==> src/rtl/r8_booth_seq_ctrl.sv <==
// Radix-8 Booth multiply sequencer: one digit of B per cycle through
// an external partial-product selector, accumulating a 32-bit product.
module r8_booth_seq_ctrl #(
  parameter bit APPROX = 1'b0
) (
  input  logic        clk,
  input  logic        rst_n,
  input  logic        in_valid,
  output logic        in_ready,
  input  logic [15:0] a_in,
  input  logic [15:0] b_in,
  output logic [15:0] pp_a,
  output logic        pp_neg,
  output logic        pp_f0,
  output logic        pp_f1,
  output logic        pp_f2,
  output logic        pp_f3,
  output logic        pp_f4,
  input  logic [31:0] pp_prod,
  output logic        out_valid,
  input  logic        out_ready,
  output logic [31:0] product,
  output logic        busy
);

  localparam int NDIG = 6;

  typedef enum logic [1:0] {
    IDLE = 2'd0,
    RUN  = 2'd1,
    DONE = 2'd2
  } state_t;

  state_t      state;
  state_t      state_nxt;
  logic [2:0]  cnt;
  logic [31:0] acc;
  logic [31:0] acc_nxt;
  logic [31:0] prod_q;
  logic [15:0] a_q;
  logic [18:0] b_ext;
  logic [4:0]  shamt;
  logic [3:0]  g;
  logic [2:0]  mag;
  logic        neg;
  logic        accept;
  logic        last;

  assign accept  = (state == IDLE) && in_valid;
  assign last    = (cnt == 3'(NDIG - 1));
  assign shamt   = 5'(cnt) * 5'd3;
  assign acc_nxt = acc + (pp_prod << shamt);
  assign g       = 4'(b_ext >> shamt);

  always_ff @(posedge clk) begin
    if (!rst_n) begin
      state <= IDLE;
    end else begin
      state <= state_nxt;
    end
  end

  always_comb begin
    state_nxt = state;
    unique case (state)
      IDLE: if (in_valid) state_nxt = RUN;
      RUN:  if (last) state_nxt = DONE;
      DONE: if (out_ready) state_nxt = IDLE;
      default: state_nxt = IDLE;
    endcase
  end

  always_ff @(posedge clk) begin
    if (!rst_n) begin
      cnt    <= '0;
      acc    <= '0;
      prod_q <= '0;
      a_q    <= '0;
      b_ext  <= '0;
    end else if (accept) begin
      cnt    <= '0;
      acc    <= '0;
      prod_q <= '0;
      a_q    <= a_in;
      b_ext  <= {b_in[15], b_in[15], b_in, 1'b0};
    end else if (state == RUN) begin
      acc <= acc_nxt;
      if (last) begin
        prod_q <= acc_nxt;
      end else begin
        cnt <= cnt + 3'd1;
      end
    end
  end

  // Booth window to sign/magnitude; both zero codes map to +0.
  always_comb begin
    mag = 3'd0;
    neg = 1'b0;
    unique case (g)
      4'b0001, 4'b0010: mag = 3'd1;
      4'b0011, 4'b0100: mag = 3'd2;
      4'b0101, 4'b0110: mag = 3'd3;
      4'b0111:          mag = 3'd4;
      4'b1000: begin
        mag = 3'd4;
        neg = 1'b1;
      end
      4'b1001, 4'b1010: begin
        mag = 3'd3;
        neg = 1'b1;
      end
      4'b1011, 4'b1100: begin
        mag = 3'd2;
        neg = 1'b1;
      end
      4'b1101, 4'b1110: begin
        mag = 3'd1;
        neg = 1'b1;
      end
      default: begin
        mag = 3'd0;
        neg = 1'b0;
      end
    endcase
  end

  always_comb begin
    in_ready  = (state == IDLE);
    out_valid = (state == DONE);
    busy      = (state != IDLE);
    product   = prod_q;
    pp_a      = a_q;
    pp_neg    = 1'b0;
    pp_f0     = 1'b0;
    pp_f1     = 1'b0;
    pp_f2     = 1'b0;
    pp_f3     = 1'b0;
    pp_f4     = 1'b0;
    if (state == RUN) begin
      pp_neg = neg;
      unique case (1'b1)
        (mag == 3'd1): pp_f0 = 1'b1;
        (mag == 3'd2): pp_f1 = 1'b1;
        (mag == 3'd3): begin
          pp_f2 = !APPROX;
          pp_f4 = APPROX;
        end
        (mag == 3'd4): pp_f3 = 1'b1;
        default: ;
      endcase
    end
  end

endmodule

==> config.mk <==
export PLATFORM = sky130hd
export DESIGN_NAME = r8_booth_seq_ctrl
export DESIGN_NICKNAME = d
export VERILOG_FILES = /design/src/rtl/r8_booth_seq_ctrl.sv
export SDC_FILE = /design/constraint.sdc
export NUM_CORES = 1
export LEC_CHECK = 0
export BUFFER_PORTS_ARGS = -buffer_cell sky130_fd_sc_hd__buf_4
export CORE_MARGIN = 1
export CORE_UTILIZATION = 50
export CTS_CLUSTER_SIZE = 40
export DETAILED_ROUTE_END_ITERATION = 6
export GPL_TIMING_DRIVEN = 0
export HOLD_SLACK_MARGIN = 0.02
export PLACE_DENSITY_LB_ADDON = 0.3
export SETUP_SLACK_MARGIN = 0.05
export SLEW_MARGIN = 10
export SYNTH_ARGS = -nofsm -noshare
export SYNTH_HDL_FRONTEND = slang
export SYNTH_SLANG_ARGS = --single-unit
==> constraint.sdc <==
create_clock -name clk -period 5.75 [get_ports clk]
set_input_delay 0.575 -clock clk [delete_from_list [all_inputs] [get_ports clk]]
set_output_delay 0.575 -clock clk [all_outputs]
set_load 0.005 [all_outputs]
# After elaboration in Yosys (flattened, before gate mapping)
# Cells that the tools add are included.
# word_totals
register_bits	101
inputBits	68
output_inout_bits	57
word_cells	64
# op_classes
n_addsub	2
multipliers	1
n_eq_ne	24
shift	2
n_mux	15
bitwise_logic	2
reduce_logical	12
# ops
operator	count
$add A32 B32 Y32	1
$shl A32 B5 Y32	1
$eq A4 B4 Y1 const B	7
$shr A19 B5 Y4	1
$eq A4 B3 Y1 const B	4
$pmux W3 S4	1
$reduce_or A4 Y1	3
$mux W1	10
$eq A4 B2 Y1 const B	2
$reduce_or A7 Y1	1
$eq A3 B2 Y1 const B	2
$eq A3 B3 Y1 const B	2
$mux W2	3
$pmux W2 S3	1
$mul A3 B2 Y5 const B	1
$eq A4 B1 Y1 const B	1
$ne A2 B2 Y1 const B	2
$reduce_and A2 Y1	2
$reduce_or A2 Y1	2
$add A3 B1 Y3 const B	1
$eq A3 B1 Y1 const B	1
$reduce_and A3 Y1	1
$eq A2 B1 Y1 const B	1
$eq A2 B2 Y1 const B	1
5 further kinds	6

# Logic depth before layout (Yosys ltp)
# logic_depth
ltp_word	8
ltp_mapped	23
ltp_nobuf	18

# Worst setup path before layout
# OpenSTA, ideal clock, no wires.
# synth_timing
kind	register to register
startpoint	reg cnt[1]
endpoint	reg acc[24]
setup_ns	0.062
arrival_time_ns	4.470
t_required_ns	5.688
setup_slack_ns	1.218
stages_incl_launch_ff	21
n_path_buf	4
period_less_slack_ns	4.532
cell_sequence	dfxtp_1 inv_1 ha_1 buf_4 buf_4 buf_2 buf_2 mux2i_1 a21oi_1 mux2_2 a21oi_1 o22ai_1 ha_1 and3_4 nand2_1 or4_1 o32a_2 a21boi_4 o211ai_2 a2111o_1 nand3_1
# synth_via
elab_chain_len	3
# synth_lines
element	line	source
start: declaration	36	logic [2:0] cnt;
start signal: assignment	91	cnt <= cnt + 3'd1;
$mul A3 B2 Y5	51	assign shamt = 5'(cnt) * 5'd3;
$shl A32 B5 Y32	52	assign acc_nxt = acc + (pp_prod << shamt);
$add A32 B32 Y32	52	
end signal: assignment	87	acc <= acc_nxt;
end: declaration	37	logic [31:0] acc;
# No other way between the ends.
# A chain may end at the register's enable or synchronous reset.

# Final worst setup path
# layout_timing
startpoint	reg cnt[1]
endpoint	reg prod_q[26] (netlist: product[26])
# layout_via
elab_chain_len	3
word_cells_on_any_way	5
cone_classes	add/sub (1); mul (1); eq/ne (1); shift (1); reduce/logical (1)
# layout_lines
element	line	source
$mul A3 B2 Y5	51	
$shl A32 B5 Y32	52	
$add A32 B32 Y32	52	
end signal: assignment	89	prod_q <= acc_nxt;
end: declaration	39	logic [31:0] prod_q;
# Parallel ways exist; a longest one is shown, timed or not.

==> results.md <==
- The run finished with clean final reports.
- The ratio of final minimum period to clock period is 95.6%.
- The tool flagged a number of max-cap violations equal to 0.
- The share of layout cells above drive strength 1 is 18.0%.
- For this run, the detailed router's first-pass iteration total came to 5.
- The total negative slack is 0 ns.
- For this design the static power due to leakage is 4.07 nW.
- In this run the power density over the cells is 238 mW/mm^2.
- The worst-case headroom to the max-slew limit is 56.7%.
- IR analysis of the VDD net gives a maximum drop of roughly 0.16 mV.
- Counting along the longest clock path gives a buffer depth of 2.
- In the final design database the tool counted 1,252 nets.
- The initial antenna violation count was 0.
- The path with the worst hold slack has its endpoint at pp_a[15].
- In this run the remaining antenna-violating nets after routing total 0.
- In this run the most critical hold path is launched from a_in[15].
- The maximum clock skew at final layout is 0.0111 ns.
- For this design, the sink count on the clock tree is 101.
- The worst setup path is captured at a flip-flop.
- The first global-routing pass estimated 37,000 um of wire.
- The commonest cells after synthesis are nand2_1, dfxtp_1, a21oi_1, nor2_1, mux2i_1.
- The largest fanout on the critical path is 10.
- The TritonCTS clock tree is built.
- The register clock-pin slew on the reported worst setup and hold paths is 0.08 ns.
- The cell taking the most area after synthesis is dfxtp_1.
- The share of flip-flops with an asynchronous set or reset is 0%.
- Clock tree synthesis selected as its root buffer the cell clkbuf_16.
- Based on the critical path, the design can be clocked at up to 182 MHz.
- The layout-stage area growth over the synthesis result is 18.8%.
- Using the TritonRoute via totals, the vias-per-cell ratio works out to 5.90.
- The worst setup slack for register-to-register paths is 0.25 ns.
- The arrival time of the worst setup path is 5.74 ns.
- 125 I/O pins were placed.
- The final-report max-slew violation count is 0.
- From bottom edge to top edge, the die measures 127 um.
- The hold slack is 0.452 ns.
- At the placement stage, the worst setup path has a slack of 0.235 ns.
- The half-perimeter wire length after placement is 17,700 um.
- The count of vias placed by the detailed router is around 7,900.
- After detailed routing, the average wire length per cell comes to 17.2 um.
- Summing every instance area after synthesis gives 0.00780 mm^2.
- The maximum number of pins on one net before global-route repair is 19.
- The top cell type by area accounts for 25.9% of the synthesized area.
- The total global-route track usage is 28.8%.
- The congestion estimate from routability-driven global placement came to 0.965.
- The number of enable flip-flop cells after synthesis is 0.
- The number of clock buffers added by TritonCTS is 9.
- The starting utilization of the core area is around half.
- The reg-to-reg startpoint is cnt[1].
- For the pin with the worst max-slew slack, the measured transition is 0.650 ns.
- After floorplanning, the core was divided into 45 placement rows.
- After synthesis the netlist holds a flip-flop and latch count of 101.
- The combined flip-flop and latch cell area is 0.00202 mm^2.
- The setup slack of the critical path after layout is 0.254 ns.
- The total global routing overflow is 0.
- The overall routed net length is 22,900 um.
- In the post-synthesis netlist, the biggest area contributors are dfxtp_1, nand2_1, mux2i_1.
- The count of different cell masters after synthesis is 76.
- The sequential fraction of the synthesis area is 25.9%.
- The die width is 127 um.
- Buffers placed on the I/O ports in this run total about 120.
- The total area inside the core boundary comes to 0.0152 mm^2.
- Measured in cells, the most critical reg-to-reg path has a length of 20.
- The post-route DRC violation count is 0.
- The die area is 0.0161 mm^2.
- The setup-violating endpoint count in the final report is 0.
- For the worst setup path, the data required time is roughly 6.0 ns.
- The capture point of the worst reg-to-reg path is product[26].
- Setup repair after global routing left no endpoint under its margin.
- The area of the multi-input gates is 0.00537 mm^2.
- Synthesis produced a netlist whose cell count is 1,007.
- The final count of hold timing violations is 0.
- The flip-flop cell with the highest count after synthesis is dfxtp_1.
- The library cell with the highest instance count after synthesis is nand2_1.
- Fill cells in the final layout number 1,454.
- The number of warnings printed during yosys synthesis is 0.
- The latest clock arrival within the worst-skew pair is ~0.37 ns.
- The antenna cell count is 0.
- The number of nets in the synthesized netlist is 1,118.
- STA classifies the critical path startpoint as a flip-flop.
- In this run the worst hold path is classified as input pin to flip-flop.
- CTS built an H-tree with a depth of 3.
- The number of global-route vias before repair is 7,373.
- The number of cells on the worst hold path is 3.
- The critical path is of the flip-flop to flip-flop type.
- Counting I/O delays and the setup requirement, the final critical path takes ~5.5 ns.
- In this run, the number of DRC markers left after iteration 0 of detailed routing was 602.
- The average cell area after synthesis is slightly below 8 um^2.
==> cell usage in the layout (no fill, tap or decap), types with 8 or more instances in the layout <==
cell / instances
a211oi_1: 25
buf_2: 8
dfxtp_1: 101
nand3_1: 33
o21a_1: 8
clkbuf_1: 37
nor2_1: 70
buf_4: 126
buf_1: 9
inv_1: 19
and2_1: 10
clkbuf_16: 9
nor3_1: 8
a21o_1: 18
mux4_2: 17
xor2_1: 10
nand2_1: 217
mux2i_1: 55
o21ai_0: 30
ha_1: 41
nor2b_1: 14
a21boi_0: 34
xnor2_1: 16
a21oi_1: 98
==> worst max path at each step <==
stage               cells after the start     endpoint    from
detailed placement                     17  product[22]  cnt[2]
CTS                                    17  product[22]  cnt[2]
global placement                       17  product[22]  cnt[2]
finish                                 20  product[26]  cnt[1]
global route                           23  product[31]  cnt[1]
floorplan                              20      acc[24]  cnt[1]
==> metal layers <==
| layer | part of all wire, % | track usage (%) | up-vias |
|---|---|---|---|
| li1 | - | - | 3841 |
| met1 | 42 | 36.0 | 3655 |
| met2 | 48 | 49.1 | 329 |
| met3 | 7.0 | 5.15 | 52 |
| met4 | 3.2 | 11.3 | 0 |
| met5 | 0 | 0 | - |
==> final cells by class <==
class | instances | area share (%)
inverter | 20 | 0.810
buffer | 68 | 3.71
sequential | 101 | 21.8
clock inverter | 6 | 0.581
clock buffer | 10 | 2.58
multi-input combinational | 818 | 58.0
tap | 188 | 2.54
timing repair buffer | 123 | 9.96
==> critical path, stage by stage, from the launching register on <==
cell,delay (ns)
dfxtp_1,0.44
inv_1,0.13
ha_1,0.32
buf_4,0.21
buf_4,0.23
buf_2,0.25
buf_2,0.33
mux2i_1,0.30
a21oi_1,0.17
mux2_2,0.34
a21oi_1,0.17
o22ai_1,0.12
ha_1,0.44
and3_4,0.24
nand2_1,0.07
or4_1,0.51
o32a_2,0.25
a21o_2,0.24
a21boi_0,0.35
or3_1,0.20
nand3_1,0.08
==> per-stage QoR <==
stage	utilization [%]	instance area, um^2	power, W	cells
floorplan	-	7800	0.00135	1007
global placement	58.9	8960	0.00157	1318
detailed placement	58.9	8960	0.00158	1318
CTS	60.9	9250	0.00219	1334
global route	61.0	9270	0.00232	1334
finish	61.0	9270	0.00221	1334
==> report_power, final <==
part           total [W]  switching, W  internal (W)
Sequential      0.000752     0.0000215      0.000730
Clock           0.000614      0.000301      0.000313
Combinational   0.000842      0.000502      0.000339
Total            0.00221      0.000825       0.00138
==> sequential cells by signal, indices dropped and copies added (netlist names) <==
name     flops
acc         32
product     32
b_ext       16
pp_a        16
cnt          3
state        2
==> cells by family after synthesis <==
| family | Yosys count | share of synthesized area [%] |
|---|---|---|
| and+or+nand+nor | 396 | 22.4 |
| AOI/OAI and AO/OA | 271 | 22.8 |
| DFF | 101 | 25.9 |
| buffers and inverters | 88 | 5.34 |
| muxes | 80 | 13.1 |
| adders and majority gates | 43 | 7.09 |
| xor gates and xnor gates | 27 | 3.27 |
| other | 1 | 0.0481 |
==> timing repair <==
action | in CTS | in global routing
resized for setup | 0 | 7
hold buffers | 0 | 0
setup endpoints to repair | 0 | 17
setup buffers | 0 | 0
Power figures use the tool's default switching activity.
